==> src/rtl/canvas_brush_painter_if.sv <==
// Mouse-in / canvas-RAM-write-out bundle for the brush painter.
// The painter is the master: it drives the write side and consumes the mouse side.
interface canvas_brush_painter_if #(
  parameter int ADDR_W = 10,
  parameter int DATA_W = 1
);
  logic              mouse_left;
  logic              mouse_middle;
  logic              mouse_right;
  logic [9:0]        mouse_x;
  logic [9:0]        mouse_y;
  logic              write_enable;
  logic [ADDR_W-1:0] write_addr;
  logic [DATA_W-1:0] write_data;
  logic              busy;
  logic              clear_done;

  modport master (
    input  mouse_left, mouse_middle, mouse_right, mouse_x, mouse_y,
    output write_enable, write_addr, write_data, busy, clear_done
  );

  modport slave (
    output mouse_left, mouse_middle, mouse_right, mouse_x, mouse_y,
    input  write_enable, write_addr, write_data, busy, clear_done
  );
endinterface

==> src/rtl/canvas_brush_painter.sv <==
// Mouse-driven canvas painter: clears the canvas RAM, then paints or erases a
// square (2R+1)^2 brush footprint around the pointer cell, one RAM write per cycle.
module canvas_brush_painter #(
  parameter int GRID_W     = 28,
  parameter int GRID_H     = 28,
  parameter int CELL_SHIFT = 4,
  parameter int X_ORIGIN   = 0,
  parameter int Y_ORIGIN   = 16,
  parameter int DATA_W     = 1,
  parameter int BRUSH_R    = 1,
  parameter int ADDR_W     = 10
) (
  input  logic                   clk,
  input  logic                   rst,
  canvas_brush_painter_if.master bus
);

  // Offsets and cell coordinates are kept signed with headroom so that a brush
  // hanging over any grid edge can never alias onto a valid cell.
  localparam int unsigned SW    = 12;
  localparam int unsigned CELLS = GRID_W * GRID_H;

  typedef enum logic [1:0] {S_CLEAR, S_IDLE, S_STROKE} state_t;

  state_t                state, next_state;
  logic [ADDR_W-1:0]     clr_cnt;
  logic signed [SW-1:0]  cx, cy, dx, dy;
  logic                  paint;

  logic signed [31:0]    rel_x, rel_y, tx, ty;
  logic                  in_bounds, in_grid, clr_last, stroke_last;
  logic [ADDR_W-1:0]     stroke_addr;

  logic                  write_enable_c, busy_c, clear_done_c;
  logic [ADDR_W-1:0]     write_addr_c;
  logic [DATA_W-1:0]     write_data_c;

  assign rel_x       = $signed({22'd0, bus.mouse_x}) - X_ORIGIN;
  assign rel_y       = $signed({22'd0, bus.mouse_y}) - Y_ORIGIN;
  assign in_bounds   = (rel_x >= 0) && (rel_x < (GRID_W << CELL_SHIFT)) &&
                       (rel_y >= 0) && (rel_y < (GRID_H << CELL_SHIFT));
  assign tx          = 32'(cx) + 32'(dx);
  assign ty          = 32'(cy) + 32'(dy);
  assign in_grid     = (tx >= 0) && (tx < GRID_W) && (ty >= 0) && (ty < GRID_H);
  assign stroke_addr = ADDR_W'(ty * GRID_W + tx);
  assign clr_last    = (clr_cnt == ADDR_W'(CELLS - 1));
  assign stroke_last = (dx == SW'(BRUSH_R)) && (dy == SW'(BRUSH_R));

  // State register
  always_ff @(posedge clk or posedge rst) begin
    if (rst) state <= S_CLEAR;
    else     state <= next_state;
  end

  // Next-state: left > right > middle while idle
  always_comb begin
    next_state = state;
    case (state)
      S_CLEAR:  if (clr_last) next_state = S_IDLE;
      S_IDLE: begin
        if (bus.mouse_left) begin
          if (in_bounds) next_state = S_STROKE;
        end else if (bus.mouse_right) begin
          next_state = S_CLEAR;
        end else if (bus.mouse_middle && in_bounds) begin
          next_state = S_STROKE;
        end
      end
      S_STROKE: if (stroke_last) next_state = S_IDLE;
      default:  next_state = S_CLEAR;
    endcase
  end

  // Output decode for the current state/slot; registered below
  always_comb begin
    write_enable_c = 1'b0;
    write_addr_c   = '0;
    write_data_c   = '0;
    clear_done_c   = 1'b0;
    busy_c         = (state != S_IDLE);
    case (state)
      S_CLEAR: begin
        write_enable_c = 1'b1;
        write_addr_c   = clr_cnt;
        clear_done_c   = clr_last;
      end
      S_STROKE: begin
        if (in_grid) begin
          write_enable_c = 1'b1;
          write_addr_c   = stroke_addr;
          write_data_c   = {DATA_W{paint}};
        end
      end
      default: ;
    endcase
  end

  always_ff @(posedge clk or posedge rst) begin
    if (rst) begin
      bus.write_enable <= 1'b0;
      bus.write_addr   <= '0;
      bus.write_data   <= '0;
      bus.clear_done   <= 1'b0;
      bus.busy         <= 1'b1;
    end else begin
      bus.write_enable <= write_enable_c;
      bus.write_addr   <= write_addr_c;
      bus.write_data   <= write_data_c;
      bus.clear_done   <= clear_done_c;
      bus.busy         <= busy_c;
    end
  end

  // Clear counter, brush offsets and stroke latch
  always_ff @(posedge clk or posedge rst) begin
    if (rst) begin
      clr_cnt <= '0;
      cx      <= '0;
      cy      <= '0;
      dx      <= SW'(-BRUSH_R);
      dy      <= SW'(-BRUSH_R);
      paint   <= 1'b0;
    end else begin
      case (state)
        S_CLEAR: clr_cnt <= clr_last ? '0 : clr_cnt + ADDR_W'(1);
        S_IDLE: begin
          clr_cnt <= '0;
          dx      <= SW'(-BRUSH_R);
          dy      <= SW'(-BRUSH_R);
          if (next_state == S_STROKE) begin
            cx    <= SW'(rel_x >>> CELL_SHIFT);
            cy    <= SW'(rel_y >>> CELL_SHIFT);
            paint <= bus.mouse_left;
          end
        end
        S_STROKE: begin
          if (dx == SW'(BRUSH_R)) begin
            dx <= SW'(-BRUSH_R);
            dy <= SW'(dy + 1);
          end else begin
            dx <= SW'(dx + 1);
          end
        end
        default: ;
      endcase
    end
  end

endmodule
==> src/flat_wrapper.sv <==
// flat-port wrapper written by rule: the top's interface ports become plain ports
module canvas_brush_painter_flat 
#(
  parameter int GRID_W     = 28,
  parameter int GRID_H     = 28,
  parameter int CELL_SHIFT = 4,
  parameter int X_ORIGIN   = 0,
  parameter int Y_ORIGIN   = 16,
  parameter int DATA_W     = 1,
  parameter int BRUSH_R    = 1,
  parameter int ADDR_W     = 10
)
  (clk, rst, bus_mouse_left, bus_mouse_middle, bus_mouse_right, bus_mouse_x, bus_mouse_y, bus_write_enable, bus_write_addr, bus_write_data, bus_busy, bus_clear_done);
  canvas_brush_painter_if #(.ADDR_W(ADDR_W), .DATA_W(DATA_W)) bus_i ();
  input  logic clk;
  input  logic rst;
  input wire logic [$bits(bus_i.mouse_left)-1:0] bus_mouse_left;
  input wire logic [$bits(bus_i.mouse_middle)-1:0] bus_mouse_middle;
  input wire logic [$bits(bus_i.mouse_right)-1:0] bus_mouse_right;
  input wire logic [$bits(bus_i.mouse_x)-1:0] bus_mouse_x;
  input wire logic [$bits(bus_i.mouse_y)-1:0] bus_mouse_y;
  output wire logic [$bits(bus_i.write_enable)-1:0] bus_write_enable;
  output wire logic [$bits(bus_i.write_addr)-1:0] bus_write_addr;
  output wire logic [$bits(bus_i.write_data)-1:0] bus_write_data;
  output wire logic [$bits(bus_i.busy)-1:0] bus_busy;
  output wire logic [$bits(bus_i.clear_done)-1:0] bus_clear_done;
  assign bus_i.mouse_left = bus_mouse_left;
  assign bus_i.mouse_middle = bus_mouse_middle;
  assign bus_i.mouse_right = bus_mouse_right;
  assign bus_i.mouse_x = bus_mouse_x;
  assign bus_i.mouse_y = bus_mouse_y;
  assign bus_write_enable = bus_i.write_enable;
  assign bus_write_addr = bus_i.write_addr;
  assign bus_write_data = bus_i.write_data;
  assign bus_busy = bus_i.busy;
  assign bus_clear_done = bus_i.clear_done;
  canvas_brush_painter #(.GRID_W(GRID_W), .GRID_H(GRID_H), .CELL_SHIFT(CELL_SHIFT), .X_ORIGIN(X_ORIGIN), .Y_ORIGIN(Y_ORIGIN), .DATA_W(DATA_W), .BRUSH_R(BRUSH_R), .ADDR_W(ADDR_W)) u_core (.clk(clk), .rst(rst), .bus(bus_i));
endmodule
==> config.mk <==
export PLATFORM = sky130hd
export DESIGN_NAME = canvas_brush_painter_flat
export DESIGN_NICKNAME = d
export VERILOG_FILES = /design/src/rtl/canvas_brush_painter_if.sv /design/src/rtl/canvas_brush_painter.sv /design/src/flat_wrapper.sv
export SDC_FILE = /design/constraint.sdc
export NUM_CORES = 1
export LEC_CHECK = 0
export ABC_AREA = 1
export BUFFER_PORTS_ARGS = -buffer_cell sky130_fd_sc_hd__buf_2
export CAP_MARGIN = 30
export CORE_ASPECT_RATIO = 0.5
export CORE_MARGIN = 10
export CORE_UTILIZATION = 65
export DETAILED_ROUTE_END_ITERATION = 6
export GPL_ROUTABILITY_DRIVEN = 0
export PLACE_DENSITY = 0.85
export RECOVER_POWER = 100
export SLEW_MARGIN = 25
export SYNTH_ARGS = -nofsm -noshare
export SYNTH_HDL_FRONTEND = slang
export SYNTH_SLANG_ARGS = --single-unit
==> constraint.sdc <==
create_clock -name clk -period 12.73 [get_ports clk]
set_input_delay 1.9095 -clock clk [delete_from_list [all_inputs] [get_ports clk]]
set_output_delay 1.9095 -clock clk [all_outputs]
set_load 0.005 [all_outputs]
==> summary.txt <==
Floorplanning
  – Initial core utilization: about 70%
  – Boundary Pins: 39
  – Core Area: roughly 0.0076 mm2
  – # rows: 22
  – Vert. Die Dim: about 83 um
  – Die Area: 0.0122 mm2
  – Die Width: between 100 and 150 um

Worst setup path
  – CP top delay family: buffers and inverters
  – Crit path DAT: approximately 4.5 ns
  – Setup CP Type: input pin to asynchronous set/reset pin
  – Worst path required time: about 12 ns
  – CP Capture Type: asynchronous set/reset pin
  – Slowest CP cell: clkbuf_1
  – Cells along the critical path: buf_2, inv_1, clkbuf_1
  – Worst Path Buf+Inv: 3
  – Crit path max fanout: 64
  – Crit. Startpoint: rst
  – Slowest stage delay, CP: roughly 2.4 ns
  – Critical Path Source Type: input pin
  – Reg-to-reg startpoint: u_core.dy[0]

Logic synthesis
  – Prevailing post-synth register cell: dfrtp_1
  – Synth Register Bits: 64
  – Async SR Flop Fraction: 100%
  – Syn Inst Count: 706
  – Post-synth EDFFs: 0
  – Top cell type by total area after synthesis: dfrtp_1
  – Post-synthesis cell area: 0.00522 mm2
  – Synth top area cells: dfrtp_1 (19%), nand2_1 (13%), dfstp_2 (13%), ha_1 (11%), inv_1 (7.7%)
  – Syn Area/Cell: 7.40 um2
  – Synth unique cells: between 40 and 50
  – Post-Syn Nets: 784
  – Post-synthesis sequential area ratio: 31.3%
  – Yosys top cell area share: 18.7%
  – Yosys warnings: 0

Finish
  – Layout area overhead: 9.03%
  – # nets final: 821
  – Diode count: 0
  – Share of layout cells above drive strength 1: roughly 11%

STA
  – Peak Freq: 208 MHz
  – Final Hold Violating Endpoints: 0
  – Worst Tran Pin Value: between 3 and 4 ns
  – Max_slew headroom: -127%
  – Fin Setup TNS: 0 ns
  – Final setup margin: about 8 ns
  – Pins Over Slew Limit: 65
  – Fin crit period: a little under 5 ns
  – Final setup fails: 0
  – Final period utilization: between 30% and 40%
  – RSZ-0062 raised after global routing: false
  – Fin Clk Skew: between 0.006 and 0.007 ns

Clocking
  – Hold buffer count at cts: 0
  – Root Buffer: clkbuf_16
  – CTS tree: yes
  – Clk slew on worst S/H paths: around 0.060 ns
  – Skew-Pair Late Insertion Delay: roughly 0.33 ns
  – Total CTS buffers: 9
  – Maximum clock path buffer count: 2
  – Clock sink count: 64
  – H-tree depth: 3
  – Post-CTS sizing: 0
  – Setup bufs post-CTS: 0

Placement
  – Hpwl dp: ~9400 um
  – Input/output buffers: 30
  – Setup WS pre-CTS: a little over 8 ns

Global route
  – Number of global-route vias before repair: between 4,000 and 5,000
  – GRT Overall Usage: between 20% and 30%
  – Initial antenna violation count: 0
  – Total grt overflow: 0
  – First-pass GRT wire length: ~21,000 um
  – Largest net degree at the start of global routing: 65

Detailed routing
  – Drt total wl: about 12,000 um
  – Post-route DRC: 0
  – First-pass DRT Iterations: 5
  – DR vias/cell: around 5.5
  – Iter 0 DRT Violations: roughly 380
  – Via count: around 4,700
  – Average wire per standard cell: between 10 and 15 um
  – Final antenna-violating net count: 0

Min path
  – Min-Delay Path Class: flip-flop to flip-flop
  – Hold path start: u_core.paint

Flow run
  – Max-Cap Viols: 1

Run status
  – Status: finished with violations
  – Failing checks: max-capacitance violations, max-slew violations
## metrics by stage
stage               instances  hold slack (ns)  util [%]  cell area, um2
floorplan                 706            0.442         -            5220
global placement          840            0.459      72.5            5490
detailed placement        840            0.467      72.5            5490
CTS                       856            0.484      76.1            5760
global route              856            0.514      75.2            5700
finish                    856            0.480      75.2            5700
## Yosys cell counts, drive strengths merged, types with 4 or more instances
cell type  instances
a21oi             30
dfrtp             39
dfstp             25
fa                 7
ha                46
inv              112
nand2            195
nand3             73
nand3b             7
nand4             18
nor2              49
nor3              18
o21ai             22
o22ai              4
xnor2              9
xor2              30
## per-layer routing
metal / up-vias / part of all wire (%) / routed length [um] / GRT usage, %
li1: 2354 / - / - / -
met1: 2214 / 46 / 5600 / 26.1
met2: 163 / 45 / 5530 / 32.9
met3: 16 / 8.0 / 981 / 6.28
met4: 0 / 1.1 / 137 / 4.66
met5: - / 0 / 0 / 0
## final timing paths
path,end,slack (ns),cells after the start
worst max register to register,u_core.bus.write_addr[9],7.92,25
min in group asynchronous,u_core.bus.write_addr[0],2.88,3
worst max-delay path,u_core.cy[3],7.92,3
worst min-delay path,u_core.paint,0.48,2
worst min register to register,u_core.paint,0.48,2
max in group clk,u_core.bus.write_addr[9],7.92,25
## worst min-delay path, delay by kind of cell, from the launching register on
| kind | cells | cell delay, ns |
|---|---|---|
| flip-flops | 1 | 0.34 |
| AND/OR/NAND/NOR | 2 | 0.11 |
## state kept, by name, indices dropped and copies added, names as in the netlist, 2 cells and up
name	cells
u_core.cy	7
u_core.cx	6
u_core.state	2
u_core.dy	12
u_core.clr_cnt	10
u_core.bus.write_addr	10
u_core.dx	12
## cells in the final DEF, fill, tap and decap left out, types with 4 or more instances in the layout
| cell | Yosys | routed |
|---|---|---|
| nand2_1 | 183 | 184 |
| inv_1 | 107 | 108 |
| nand3_1 | 68 | 69 |
| nor2_1 | 46 | 47 |
| ha_1 | 46 | 46 |
| dfrtp_1 | 39 | 39 |
| xor2_1 | 29 | 29 |
| a21oi_1 | 27 | 28 |
| dfstp_2 | 25 | 23 |
| o21ai_0 | 18 | 19 |
| nand4_1 | 18 | 18 |
| nor3_1 | 14 | 16 |
| buf_2 | 0 | 16 |
| clkbuf_1 | 3 | 16 |
| nand2_2 | 12 | 11 |
| xnor2_1 | 9 | 9 |
| clkbuf_16 | 0 | 9 |
| fa_1 | 7 | 7 |
| nand3b_1 | 6 | 6 |
| inv_2 | 5 | 4 |
| o22ai_1 | 4 | 4 |
| nand3_2 | 5 | 4 |
## area by class of cell
class                      count  area [um2]
tap                          108         135
sequential                    64        1630
inverter                     113         424
fill                         570        1870
clock buffer                   9         225
clock inverter                 7        47.5
multi-input combinational    523        3090
timing repair buffer          32         140
## cells by family after synthesis
kind of cell	share of synthesized area [%]
flip-flops	31.3
AO/OA/AOI/OAI	7.11
adder cells (fa/ha/maj)	13.7
XOR/XNOR	6.68
AND/OR/NAND/NOR	32.4
buffers and inverters	8.84
Power is not shown: default switching activity piles up to over one toggle a cycle in this logic, so the estimate is an artifact.
